**src/rtl/regfile_tagged.sv**
```systemverilog
// Architectural register file with per-register rename tags, in-order commit
// writes, flush of speculative renames and a commit-to-read bypass.
module regfile_tagged #(
  parameter int DATA_W = 32,
  parameter int REG_W  = 5,
  parameter int TAG_W  = 5
) (
  input  logic              clk,
  input  logic              rst,
  input  logic [REG_W-1:0]  rs1_addr,
  input  logic [REG_W-1:0]  rs2_addr,
  output logic [DATA_W-1:0] rs1_data,
  output logic [TAG_W-1:0]  rs1_tag,
  output logic [DATA_W-1:0] rs2_data,
  output logic [TAG_W-1:0]  rs2_tag,
  input  logic              rename_en,
  input  logic [REG_W-1:0]  rename_reg,
  input  logic [TAG_W-1:0]  rename_tag,
  input  logic              commit_en,
  input  logic [REG_W-1:0]  commit_reg,
  input  logic [DATA_W-1:0] commit_data,
  input  logic [TAG_W-1:0]  commit_tag,
  input  logic              flush,
  output logic [REG_W:0]    busy_count
);

  localparam int NUM_REGS = 1 << REG_W;
  localparam logic [TAG_W-1:0] TAG_FREE = {1'b1, {(TAG_W-1){1'b0}}};

  logic [DATA_W-1:0] data_q [NUM_REGS];
  logic [DATA_W-1:0] data_d [NUM_REGS];
  logic [TAG_W-1:0]  tag_q  [NUM_REGS];
  logic [TAG_W-1:0]  tag_d  [NUM_REGS];
  logic [REG_W:0]    busy_count_q;
  logic [REG_W:0]    busy_count_d;

  logic commit_ok;
  logic rename_ok;

  assign commit_ok = commit_en && (commit_reg != '0);
  assign rename_ok = rename_en && (rename_reg != '0) && !flush;

  // Next-state: commit first (data always, tag only if it is still the
  // committing producer), then flush or rename overrides the tag field.
  always_comb begin
    // NOTE: every always_comb output gets a default first so no path can
    // leave it unassigned and infer a latch.
    data_d       = data_q;
    tag_d        = tag_q;
    busy_count_d = '0;

    if (commit_ok) begin
      data_d[commit_reg] = commit_data;
      if (tag_q[commit_reg] == commit_tag) begin
        tag_d[commit_reg] = TAG_FREE;
      end
    end

    if (flush) begin
      for (int i = 0; i < NUM_REGS; i++) begin
        tag_d[i] = TAG_FREE;
      end
    end else if (rename_ok) begin
      tag_d[rename_reg] = rename_tag;
    end

    // x0 is never renamed or committed, so only x1..xN-1 can be busy.
    for (int i = 1; i < NUM_REGS; i++) begin
      if (!tag_d[i][TAG_W-1]) begin
        busy_count_d = busy_count_d + (REG_W+1)'(1);
      end
    end
  end

  // NOTE: the storage array is reset explicitly because readers rely on
  // architectural zero values after reset; this forces flops, not RAM.
  always_ff @(posedge clk) begin
    // NOTE: sequential state uses non-blocking assignments so every flop
    // samples pre-edge values regardless of statement order.
    if (rst) begin
      for (int i = 0; i < NUM_REGS; i++) begin
        data_q[i] <= '0;
        tag_q[i]  <= TAG_FREE;
      end
      busy_count_q <= '0;
    end else begin
      data_q       <= data_d;
      tag_q        <= tag_d;
      busy_count_q <= busy_count_d;
    end
  end

  assign busy_count = busy_count_q;

  // Read ports: x0 is hard-wired; a matching commit this cycle is bypassed.
  always_comb begin
    rs1_data = data_q[rs1_addr];
    rs1_tag  = tag_q[rs1_addr];
    if (rs1_addr == '0) begin
      rs1_data = '0;
      rs1_tag  = TAG_FREE;
    end else if (commit_en && (commit_reg == rs1_addr) &&
                 (tag_q[rs1_addr] == commit_tag)) begin
      rs1_data = commit_data;
      rs1_tag  = TAG_FREE;
    end
  end

  always_comb begin
    rs2_data = data_q[rs2_addr];
    rs2_tag  = tag_q[rs2_addr];
    if (rs2_addr == '0) begin
      rs2_data = '0;
      rs2_tag  = TAG_FREE;
    end else if (commit_en && (commit_reg == rs2_addr) &&
                 (tag_q[rs2_addr] == commit_tag)) begin
      rs2_data = commit_data;
      rs2_tag  = TAG_FREE;
    end
  end

endmodule
```
**config.mk**
```make
export PLATFORM = sky130hd
export DESIGN_NAME = regfile_tagged
export DESIGN_NICKNAME = d
export VERILOG_FILES = /design/src/rtl/regfile_tagged.sv
export SDC_FILE = /design/constraint.sdc
export NUM_CORES = 2
export LEC_CHECK = 0
export CAP_MARGIN = 20
export CORE_ASPECT_RATIO = 1.25
export CORE_MARGIN = 3
export CORE_UTILIZATION = 35
export CTS_CLUSTER_SIZE = 30
export DETAILED_ROUTE_END_ITERATION = 6
export SKIP_CTS_REPAIR_TIMING = 1
export SYNTH_ARGS = -nofsm -noshare
export SYNTH_HDL_FRONTEND = slang
export SYNTH_SLANG_ARGS = --single-unit
```
**constraint.sdc**
```tcl
create_clock -name clk -period 21.8 [get_ports clk]
set_input_delay 4.36 -clock clk [delete_from_list [all_inputs] [get_ports clk]]
set_output_delay 4.36 -clock clk [all_outputs]
set_load 0.02 [all_outputs]
```
==> impl_metrics.ini <==
[clocking]
cts_root_buffer = clkbuf_16
clkLatencyLatePin_ns = 0.82
cts_made_buffers = 133
clk_pin_slew_ns = 0.06
clockBufferDepth = 3
cts_tree = yes
clock_sinks = 1190
htree_num_levels = 4

[floorplan]
fp.dieW_um = 400
start_util = 0.352
io_pins = 147
rows = 180
die_area_um2 = 199000
fp.coreArea_um2 = 193000
die_y_um = 498

[timing]
period_share = 0.967
tightestPinTransition_ns = 1.22
finalSetupViolations = 0
setup_ws_ns = 0.730
hold_viol = 0
fin_crit_ns = 21.07
slew_headroom = 0.183
max_freq_mhz = 47.5
slew_violations = 0
clock_skew_ns = 0.0420

[drt]
dr.pass1.iters = 6
drc = 0
routedWlPerCell_um = 28.0
vias_per_cell = 6.05
drt_iter0_drc = 7849
wirelength_mm = 280
final_antenna_net_count = 0
dr_total_vias = 60700

[worst_setup_path]
cp_top_family = adder cells
critPathKind = input pin to register
cp-start-kind = input pin
worst_path_max_delay_cell = nor4_2
worst-path-max-fanout = 13
end_kind = register
arrival_ns = 21.73
critPathBufInv = 11
cp.required_ns = 22.46
max_stage_delay_ns = 0.44
cpMostUsedCell = ha_1

[power_and_ir_drop]
p_leak_nw = 25.3
power.total_mw = 5.04
power_density_nw_per_um2 = 64.9
peakVddDrop_v = 0.0000606

[layout]
drive_gt1_frac = 0.204
multiInputGateArea_um2 = 41800
fin_nets = 7465
area_growth_pct = 14.6
design_area_um2 = 77700
regArea_um2 = 23800
fin_util = 0.403
fillCellCount = 18800

[flow_run]
cap_violations = 0

[global_routing]
grt_usage = 0.273
grt-ovfl-total = 0
grt_pass1_vias = 59000
antenna_found_initial = 9
grt_max_degree = 243
grt_pass1_wl_mm = 402

[logic_synthesis]
ys_seq_elements = 1190
ys_warn_count = 0
synth-edff-count = 0
synthCells = 7510
syn-cell-area_um2 = 67800
synth_cell_type_count = 104
synth.avg_cell_area_um2 = 9.03
async_reset_ff_frac = 0
ys_dominant_reg_cell = dfxtp_1
ys_seq_area_frac = 0.351
synth_fp_nets = 7606

[placed_design]
place_area_um2 = 72300
place.port_buffers = 146
routabilityCongestion = 0.945
post-dp-hpwl_mm = 162
dpl_worst_slack_ns = -0.648

[hold_path]
hp-class = register to register

[run_status]
status = complete, no violations
==> cell type report <==
class / count / area share
Multi-Input combinational cell: 5564 / 0.539
Sequential cell: 1190 / 0.307
Timing Repair Buffer: 446 / 0.0520
Clock buffer: 193 / 0.0500
Tap cell: 2548 / 0.0410
Clock inverter: 43 / 0.0100
Inverter: 34 / 0.00171
Antenna cell: 2 / 0.0000644
==> path summary, 6_finish.rpt <==
check / slack [ns] / startpoint / cells past startpoint / endpoint
hold / removal: 0.46 / data_q[697] / 2 / data_q[697]
setup / recovery: 0.73 / commit_reg[4] / 94 / busy_count[5]
setup reg to reg: 4.39 / tag_q[20] / 90 / busy_count[5]
hold reg to reg: 0.46 / data_q[697] / 2 / data_q[697]
==> through the flow <==
stage / setup TNS (ns) / std cells / hold slack, ns
final: 0 / 10000 / 0.464
after global routing: -0.231 / 10000 / 0.480
after CTS: 0 / 10000 / 0.463
after detailed placement: -1.24 / 9764 / 0.456
after global placement: -0.691 / 9760 / 0.448
after floorplan: 0 / 7510 / 0.443
==> cell usage in the layout (no fill, tap or decap), types with 17 or more instances in the layout <==
master           synthesis  routed
and3_1                  46      46
mux2i_1                162     157
nand3_1                124     124
o22ai_1                 49      33
a21oi_1               1179    1176
nor2_4                   0      29
and2_1                  19      19
dfxtp_1               1190    1190
nand2_1               2279    2244
xor2_1                  45      43
clkbuf_16                0     136
nand2b_1                23      21
mux2_2                  40      38
or2_2                   25      24
xnor2_1                 85      82
clkdlybuf4s50_1          0     129
buf_4                    1     280
clkbuf_8                 0      31
inv_1                   30      29
o21ai_0                 38      32
or3_1                   17      17
nor3_1                  35      30
nand2_2                  0      31
mux4_2                 744     744
a31oi_1                 19      19
ha_1                    29      25
nor2_1                 295     263
nor2b_1                 35      35
clkbuf_1               609      28
==> logic make-up after synthesis <==
group                      share of synthesized area
AOI/OAI and AO/OA                              0.112
muxes                                          0.278
xor gates and xnor gates                      0.0266
DFF                                            0.351
buffers and inverters                         0.0433
and+or+nand+nor                                0.183
adders and majority gates                    0.00535
==> Yosys cell counts, types with 6 or more instances <==
cell type / count / area share
buf_6: 9 / 0.0015
o31ai_1: 6 / 0.00066
nor4_1: 21 / 0.0019
clkbuf_1: 609 / 0.034
nor2_1: 295 / 0.016
a32oi_1: 6 / 0.00078
nand3_1: 124 / 0.0092
nor4_2: 7 / 0.0013
nand2_1: 2279 / 0.13
or2_2: 25 / 0.0023
xnor3_1: 8 / 0.0027
and2_1: 19 / 0.0018
or3_1: 17 / 0.0016
a211oi_1: 14 / 0.0016
xnor2_2: 8 / 0.0019
mux2_2: 40 / 0.0066
o21ai_1: 6 / 0.00044
o211ai_1: 13 / 0.0014
xor2_2: 6 / 0.0014
xnor2_1: 85 / 0.011
inv_1: 30 / 0.0017
mux2i_1: 162 / 0.024
xor2_1: 45 / 0.0058
nor3b_1: 11 / 0.0012
ha_1: 29 / 0.0054
a21o_1: 12 / 0.0013
o21ai_0: 38 / 0.0028
nand2b_1: 23 / 0.0021
buf_2: 15 / 0.0011
o22ai_1: 49 / 0.0045
nand4_1: 15 / 0.0014
a22oi_1: 10 / 0.0011
a21oi_1: 1179 / 0.087
dfxtp_1: 1190 / 0.35
nor2b_1: 35 / 0.0032
nand4b_1: 6 / 0.00078
a31oi_1: 19 / 0.0018
nor3_1: 35 / 0.0026
buf_1: 87 / 0.0048
mux4_2: 744 / 0.25
nand3b_1: 8 / 0.00089
o21a_1: 10 / 0.0011
and3_1: 46 / 0.0042
==> per-layer routing <==
metal  GRT usage  up-vias  share of wire
li1            -    26300              -
met1       0.343    29700           0.36
met2       0.429     3737           0.46
met3      0.0632      929           0.11
met4       0.154       10          0.065
met5           0        -        0.00023
==> where the power goes <==
| group | switching, mW | internal [mW] | leakage (nW) |
|---|---|---|---|
| combinational | 0.282 | 0.144 | 13.4 |
| clock | 1.01 | 1.41 | 2.28 |
| sequential | 0.00997 | 2.19 | 9.59 |
==> state kept, by name (all words and copies together) (netlist names) <==
signal / flops
data_q: 1024
tag_q: 160
busy_count: 6
==> worst register-to-register path: cells and delay by family (launching register included) <==
kind                     cells  cell delay, ns
multiplexers                10            2.22
adder cells (fa/ha/maj)     16            4.58
buffers and inverters        7            0.78
XOR/XNOR                    10            1.47
AND/OR/NAND/NOR             24            3.76
AO/OA/AOI/OAI               23            4.05
flip-flops                   1            0.42
Power figures use the tool's default switching activity.
